[src/rtl/umi_endpoint.sv]
// UMI terminating endpoint: decodes request packets, executes them against a
// single-cycle local memory port and returns WRITE_RESPONSE packets for
// acknowledged writes, reads and atomics. One transaction in flight at a time.

// Opcode classifier for {cmd, write}; atomics carry their subtype in opcode[7:4].
module umi_decode (
  input  logic [6:0] cmd,
  input  logic       write,
  output logic       write_plain,
  output logic       write_ack,
  output logic       read_request,
  output logic       atomic,
  output logic [3:0] atomic_type
);

  logic [7:0] opcode;

  assign opcode      = {cmd, write};
  assign atomic_type = opcode[7:4];

  // Low nibble selects the transaction class; unknown codes decode to nothing.
  always_comb begin
    write_plain  = 1'b0;
    write_ack    = 1'b0;
    read_request = 1'b0;
    atomic       = 1'b0;
    case (opcode[3:0])
      4'h1, 4'h3, 4'h7: write_plain  = 1'b1;  // posted, signal, stream
      4'h9:             write_ack    = 1'b1;
      4'h2:             read_request = 1'b1;
      4'h4:             atomic       = (opcode[7:4] <= 4'h8);
      default: ;
    endcase
  end

endmodule

module umi_endpoint #(
  parameter int unsigned AW = 64,
  parameter int unsigned DW = 64
) (
  input  logic          clk,
  input  logic          reset,
  input  logic          req_valid,
  input  logic [6:0]    req_cmd,
  input  logic          req_write,
  input  logic [AW-1:0] req_dstaddr,
  input  logic [AW-1:0] req_srcaddr,
  input  logic [DW-1:0] req_data,
  output logic          req_ready,
  output logic          resp_valid,
  output logic [6:0]    resp_cmd,
  output logic          resp_write,
  output logic [AW-1:0] resp_dstaddr,
  output logic [AW-1:0] resp_srcaddr,
  output logic [DW-1:0] resp_data,
  input  logic          resp_ready,
  output logic          loc_read,
  output logic          loc_write,
  output logic [AW-1:0] loc_addr,
  output logic [DW-1:0] loc_wrdata,
  input  logic [DW-1:0] loc_rddata,
  output logic          err
);

  localparam logic [7:0] WRITE_RESPONSE = 8'h05;

  localparam logic [3:0] AMO_SWAP = 4'h0;
  localparam logic [3:0] AMO_ADD  = 4'h1;
  localparam logic [3:0] AMO_AND  = 4'h2;
  localparam logic [3:0] AMO_OR   = 4'h3;
  localparam logic [3:0] AMO_XOR  = 4'h4;
  localparam logic [3:0] AMO_MAX  = 4'h5;
  localparam logic [3:0] AMO_MIN  = 4'h6;
  localparam logic [3:0] AMO_MAXU = 4'h7;
  localparam logic [3:0] AMO_MINU = 4'h8;

  typedef enum logic [2:0] {IDLE, EXEC, WAIT, AWR, RESP} state_t;
  typedef enum logic [2:0] {K_WRITE, K_ACK, K_READ, K_ATOMIC, K_INVALID} kind_t;

  state_t        state;
  kind_t         kind;
  kind_t         dec_kind;
  logic [3:0]    atype;
  logic [AW-1:0] l_dstaddr;
  logic [AW-1:0] l_srcaddr;
  logic [DW-1:0] l_data;
  logic [DW-1:0] old;

  logic          dec_write_plain;
  logic          dec_write_ack;
  logic          dec_read;
  logic          dec_atomic;
  logic [3:0]    dec_atype;

  umi_decode u_decode (
    .cmd          (req_cmd),
    .write        (req_write),
    .write_plain  (dec_write_plain),
    .write_ack    (dec_write_ack),
    .read_request (dec_read),
    .atomic       (dec_atomic),
    .atomic_type  (dec_atype)
  );

  // Collapse decoder flags into the single class the FSM dispatches on.
  always_comb begin
    dec_kind = K_INVALID;
    if (dec_write_plain)    dec_kind = K_WRITE;
    else if (dec_write_ack) dec_kind = K_ACK;
    else if (dec_read)      dec_kind = K_READ;
    else if (dec_atomic)    dec_kind = K_ATOMIC;
  end

  // Read-modify-write result; compare-based ops keep the old value on ties.
  function automatic logic [DW-1:0] amo_result(input logic [3:0]    t,
                                               input logic [DW-1:0] prev,
                                               input logic [DW-1:0] opnd);
    logic [DW-1:0] r;
    r = prev;
    case (t)
      AMO_SWAP: r = opnd;
      AMO_ADD:  r = prev + opnd;
      AMO_AND:  r = prev & opnd;
      AMO_OR:   r = prev | opnd;
      AMO_XOR:  r = prev ^ opnd;
      AMO_MAX:  r = ($signed(opnd) > $signed(prev)) ? opnd : prev;
      AMO_MIN:  r = ($signed(opnd) < $signed(prev)) ? opnd : prev;
      AMO_MAXU: r = (opnd > prev) ? opnd : prev;
      AMO_MINU: r = (opnd < prev) ? opnd : prev;
      default:  r = prev;
    endcase
    return r;
  endfunction

  // Transaction FSM with all handshake, local-port and response outputs registered.
  always_ff @(posedge clk or posedge reset) begin
    if (reset) begin
      state        <= IDLE;
      kind         <= K_INVALID;
      atype        <= 4'h0;
      l_dstaddr    <= '0;
      l_srcaddr    <= '0;
      l_data       <= '0;
      old          <= '0;
      req_ready    <= 1'b0;
      resp_valid   <= 1'b0;
      resp_cmd     <= 7'h0;
      resp_write   <= 1'b0;
      resp_dstaddr <= '0;
      resp_srcaddr <= '0;
      resp_data    <= '0;
      loc_read     <= 1'b0;
      loc_write    <= 1'b0;
      loc_addr     <= '0;
      loc_wrdata   <= '0;
      err          <= 1'b0;
    end else begin
      case (state)
        IDLE: begin
          req_ready <= 1'b1;
          if (req_valid && req_ready) begin
            // Strobes launch here so they are seen during EXEC
            req_ready  <= 1'b0;
            kind       <= dec_kind;
            atype      <= dec_atype;
            l_dstaddr  <= req_dstaddr;
            l_srcaddr  <= req_srcaddr;
            l_data     <= req_data;
            loc_addr   <= req_dstaddr;
            loc_wrdata <= req_data;
            loc_write  <= (dec_kind == K_WRITE) || (dec_kind == K_ACK);
            loc_read   <= (dec_kind == K_READ) || (dec_kind == K_ATOMIC);
            state      <= EXEC;
          end
        end
        EXEC: begin
          loc_read     <= 1'b0;
          loc_write    <= 1'b0;
          // Header fields settle here and stay put through RESP
          resp_cmd     <= WRITE_RESPONSE[7:1];
          resp_write   <= WRITE_RESPONSE[0];
          resp_dstaddr <= l_srcaddr;
          resp_srcaddr <= l_dstaddr;
          case (kind)
            K_WRITE: begin
              req_ready <= 1'b1;
              state     <= IDLE;
            end
            K_ACK: begin
              resp_data  <= '0;
              resp_valid <= 1'b1;
              state      <= RESP;
            end
            K_READ, K_ATOMIC: state <= WAIT;
            default: begin
              err       <= 1'b1;
              req_ready <= 1'b1;
              state     <= IDLE;
            end
          endcase
        end
        WAIT: begin
          old <= loc_rddata;
          if (kind == K_ATOMIC) begin
            loc_write  <= 1'b1;
            loc_wrdata <= amo_result(atype, loc_rddata, l_data);
            state      <= AWR;
          end else begin
            resp_data  <= loc_rddata;
            resp_valid <= 1'b1;
            state      <= RESP;
          end
        end
        AWR: begin
          loc_write  <= 1'b0;
          resp_data  <= old;
          resp_valid <= 1'b1;
          state      <= RESP;
        end
        RESP: begin
          if (resp_ready) begin
            resp_valid <= 1'b0;
            req_ready  <= 1'b1;
            state      <= IDLE;
          end
        end
        default: state <= IDLE;
      endcase
    end
  end

endmodule

[config.mk]
export PLATFORM = sky130hd
export DESIGN_NAME = umi_endpoint
export DESIGN_NICKNAME = d
export VERILOG_FILES = /design/src/rtl/umi_endpoint.sv
export SDC_FILE = /design/constraint.sdc
export NUM_CORES = 2
export LEC_CHECK = 0
export BUFFER_PORTS_ARGS = -buffer_cell sky130_fd_sc_hd__buf_4
export CAP_MARGIN = 20
export CELL_PAD_IN_SITES_DETAIL_PLACEMENT = 1
export CELL_PAD_IN_SITES_GLOBAL_PLACEMENT = 1
export CORE_ASPECT_RATIO = 1.5
export CORE_MARGIN = 8
export CORE_UTILIZATION = 45
export DETAILED_ROUTE_END_ITERATION = 7
export PLACE_DENSITY_LB_ADDON = 0.05
export RECOVER_POWER = 25
export SLEW_MARGIN = 10
export SYNTH_ARGS = -nofsm -noshare
export SYNTH_HDL_FRONTEND = slang
export SYNTH_SLANG_ARGS = --single-unit
export TNS_END_PERCENT = 100
[constraint.sdc]
create_clock -name clk -period 41.1 [get_ports clk]
set_input_delay 8.22 -clock clk [delete_from_list [all_inputs] [get_ports clk]]
set_output_delay 8.22 -clock clk [all_outputs]
set_load 0.05 [all_outputs]
# Word-level counts from Yosys, hierarchy flattened
# Index checks and enable logic that the tools add are counted.
word_totals:
  register_bits: 528
  elab_cells: 121
op_classes:
  addsub: 1
  n_lt_le_gt_ge: 5
  n_eq_ne: 30
  muxes: 37
  n_bitwise: 4
  n_reduce_logical: 27
ops:
  columns: ["cell", "n"]
  rows:
  - ["case mux 64 bit (9 select lines)", 1]
  - ["2-to-1 mux 64 bit", 8]
  - ["case mux 64 bit (3 select lines)", 1]
  - ["> comparator 64 bit", 2]
  - ["less-than comparator 64 bit", 2]
  - ["case mux 64 bit (2 select lines)", 1]
  - ["adder 64 bit", 1]
  - ["AND 64 bit", 1]
  - ["OR 64 bit", 1]
  - ["bitwise XOR 64 bit", 1]
  - ["== test 4 x 3 -> 1 bit, second input constant", 6]
  - ["2-to-1 mux 3 bit", 7]
  - ["== test 3 x 2 -> 1 bit, second input constant", 6]
  - ["== test 4 x 2 -> 1 bit, second input constant", 4]
  - ["case mux 3 bit (5 select lines)", 1]
  - ["2-to-1 mux 1 bit", 13]
  - ["!= test 2 bit, second input constant", 6]
  - ["AND reduction 3 bit", 4]
  - ["== test 3 x 1 -> 1 bit, second input constant", 3]
  - ["zero test 3 bit", 3]
  - ["nonzero test 3 bit", 3]
  - ["== test 4 x 1 -> 1 bit, second input constant", 2]
  - ["== test 4 bit, second input constant", 2]
  - ["AND reduction 2 bit", 4]
  - ["other kinds (16)", 21]

# Logic depth before layout (Yosys ltp)
logic_depth:
  depth_word: 10
  ltp_mapped: 16

# Hierarchy
# From an unflattened synthesis, not the netlist that was laid out.
unflattened:
  cells_unflattened: 3320
  area_unflattened_um2: 29923.7
by_module_without_submodules:
  columns: ["mod", "instances", "cells_each", "area_each_um2", "seq_area_each_um2"]
  rows:
  - ["umi_endpoint", 1, 3310, 29836.1, 13213.9]
  - ["umi_decode", 1, 10, 87.6, 0.0]

# Least setup slack after synthesis
# OpenSTA, ideal clock, no wires.
synth_path:
  kind: "in2reg"
  from: "in loc_rddata[27]"
  to: "reg loc_wrdata[26]"
  setup_time_ns: 0.131
  arrival_ns: 11.104
  required_time_ns: 40.969
  path_slack_ns: 29.865
  stages: 15
  n_path_buf: 2
  path_cell_list: "inv_1 -> ha_1 -> buf_6 -> or4_1 -> nor3_2 -> and4_1 -> nand2_1 -> o211ai_2 -> nor2_4 -> mux2i_1 -> or2_1 -> buf_2 -> a221o_1 -> a221oi_1 -> a21oi_1"
synth_via:
  elab_chain_cells: 5
synth_rtl:
  columns: ["item", "line", "rtl"]
  rows:
  - ["start, declared", "62", "input logic [DW-1:0] loc_rddata,"]
  - ["less-than comparator 64 bit (tied with other cells)", "130", "AMO_MINU: r = (opnd < prev) ? opnd : prev;"]
  - ["2-to-1 mux 64 bit (on tied branches)", null, null]
  - ["case mux 64 bit (9 select lines) *", "121", "case (t)"]
  - ["2-to-1 mux 64 bit *", "205", "if (kind == K_ATOMIC) begin"]
  - ["case mux 64 bit (2 select lines) *", "159", "case (state)"]
  - ["end signal, assigned", "171", "loc_wrdata <= req_data;"]
  - ["end signal, assigned", "207", "loc_wrdata <= amo_result(atype, loc_rddata, l_data);"]
  - ["end, declared", "61", "output logic [DW-1:0] loc_wrdata,"]
# Mark *: on every way between the ends. The rest lies on a longest branch, timed or not. The select of a mux whose other input is x is not followed.
# A chain may end at the register's enable or synchronous reset.

==> metrics.csv <==
metric;value;unit
status;finished with violations;
violated checks;capacitance limit, slew limit;
Worst Setup End Kind;asynchronous set/reset pin;
hold path cells;1;
via count;28900;
number of cells produced by synthesis;3386;
top cells by count, synth;nand2_1 (761), dfrtp_1 (527), o21ai_0 (383);
Post-Route WL;133;mm
Cell Rows;116;
crit share post-route;32.1;%
Initial Util;45.3;%
Area contributors post-synth;dfrtp_1 (44%), nand2_1 (9.5%), ha_1 (8.0%);
largest net degree at the start of global routing;134;
initial antenna violation count;17;
largest area contributor in the netlist;dfrtp_1;
Final GP Congestion;0.956;
clock skew;0.0296;ns
most used flip-flop cell after synthesis;dfrtp_1;
Die Height;333;µm
synthesis-to-finish area growth;21.9;%
wire length per cell;27.8;µm
via/cell ratio;6.04;
Synth Area in XOR/XNOR;0.902;%
mux share of post-synthesis cell area;5.22;%
Leak;17.5;nW
most frequent cell after synthesis;nand2_1;
Setup CP Type;in2async;
CP Max Fanout;133;
total core area;0.0665;mm²
RSZ-0062 raised after global routing;no;
Ys Warns;0;
Pwr Density;96.8;mW/mm²
die area;0.0756;mm²
DRT antenna net count;0;
Hold WC Path Type;reg2reg;
CTS Hold Bufs;0;
clock buffer count from CTS;53;
Slowest Stage Delay on Critical Path;2.96;ns
I/O pin count;601;
reg2reg end;resp_srcaddr[23];
CTS Root Cell;clkbuf_16;
Final Hold Viols;0;
Final WS setup;27.92;ns
post-synthesis register bit count;528;
Slew Viols, Final;251;
sequential area share after synthesis;43.9;%
clock latency on the worst-skew pair;0.64;ns
total grt overflow;0;
final hold slack;0.465;ns
setup_tns;0;ns
maximum clock rate;0.0758;GHz
vias in the first global route;31700;
final core utilization;55.2;%
crit-path cells;clkbuf_4, clkinvlp_2, buf_12, buf_4, buf_4;
EDFF count, synth;0;
syn avg cell area;8.89;µm²
setup bufs post-CTS;0;
DRC Markers;0;
Synth top area share;43.8;%
maxcap violations;3;
r2r worst-path depth;4;
HPWL Detailed;96.2;mm
Async S/R FF share, synth;100;%
R2R Path Start;state[0];
Netlist cell types;90;
share of cells above drive strength 1;21.5;%
Worst setup SP type;input pin;
die width;227;µm
post-cts sizing count;0;
GRT Total Usage;34.5;%
Worst-Margin Slew;5.40;ns
CTS clk-pin slew, worst paths;0.06;ns
adder-cell share of the synthesized area;8.05;%
Rel. slew slack;-262;%
hold_sp;err;
clock period minus worst slack;13.18;ns
# port buffers;594;
largest family of logic cells by synthesized area;compound AO/OA/AOI/OAI gates;
first-pass GRT wire length;200;mm
DR pass1 iterations;6;
Data arrival, critical path;13.82;ns
flop-to-flop setup slack;33.49;ns
VDD IR max;0.0000668;V
initial DRC count;1917;
Req. time, crit path;41.74;ns
clock tree buffer depth;3;
CTS tree;yes;
most used cell, CP;buf_4;
CTS Sinks;528;
Post-Syn Area;0.0301;mm²
Final setup viols;0;
layout net count;4307;
Final Power;3.55;mW
H-tree Lvls;2;
Slowest cell on crit path;clkinvlp_2;
Post-Place Worst Slack;27.85;ns
WHS Endpoint;err;
Synth Area in Simple Gates;14.8;%
Synth Area in Compound Gates;21.9;%
worst max path at each step:
stage              startpoint               end  cells after the start
5_1_grt                 reset  resp_srcaddr[23]                      5
6_report                reset  resp_srcaddr[27]                      5
4_1_cts        loc_rddata[13]    loc_wrdata[51]                     15
2_1_floorplan           reset          atype[0]                      1
3_3_place_gp   loc_rddata[14]    loc_wrdata[51]                     15
3_5_place_dp   loc_rddata[13]    loc_wrdata[51]                     15
cells by family after synthesis:
logic type | count (synthesis)
simple gates | 1066
compound gates | 1034
flops | 528
buf+inv | 392
fa+ha+maj | 193
mux | 141
xor+xnor | 31
other cells | 1
where the power goes:
part           switching [mW]  total, mW  internal, mW
registers               0.203      0.971         0.768
clock network           0.224      0.516         0.292
logic                    1.44       2.07         0.624
total                    1.87       3.55          1.68
worst max-delay path, delay by kind of cell:
family	cells	cell delay [ns]
buffers and inverters	5	5.19
cell usage in the layout (no fill, tap or decap), drive strengths merged, types with 25 or more instances in the layout:
cell    instances
nand2         761
buf           566
dfrtp         527
o21ai         394
ha            192
a21oi         182
inv           159
clkbuf        142
nor2          133
mux2          128
a22oi         103
a221oi         54
a31oi          44
a21o           42
nand3          29
a221o          25
cell type report:
type                            count  area, µm²
Timing Repair Buffer              634       4540
Tap cell                          885       1110
Fill cell                        7830      29800
Inverter                          158        594
Multi-Input combinational cell   2471      15400
Clock inverter                     22        283
Antenna cell                       13       32.5
Clock buffer                       74       1530
Sequential cell                   528      13200
stage by stage:
stage / area, µm² / cells
2_1_floorplan: 30100 / 3391
3_5_place_dp: 35100 / 4675
6_report: 36700 / 4785
5_1_grt: 36700 / 4782
4_1_cts: 36900 / 4771
3_3_place_gp: 35100 / 4675
per-layer routing:
metal / track usage [%] / routed length (µm) / vias up
li1: - / - / 12800
met1: 37.4 / 47700 / 14600
met2: 59.4 / 66500 / 1161
met3: 9.39 / 10400 / 384
met4: 19.9 / 8340 / 4
met5: 0 / 27 / -
sequential cells by signal, summed over array words and instances, names as in the netlist, 4 cells and up:
| register | count |
|---|---|
| l_srcaddr | 64 |
| atype | 4 |
| resp_srcaddr | 64 |
| old | 64 |
| loc_wrdata | 64 |
| resp_data | 64 |
| l_dstaddr | 64 |
| resp_dstaddr | 64 |
| l_data | 64 |
Power figures use the tool's default switching activity.
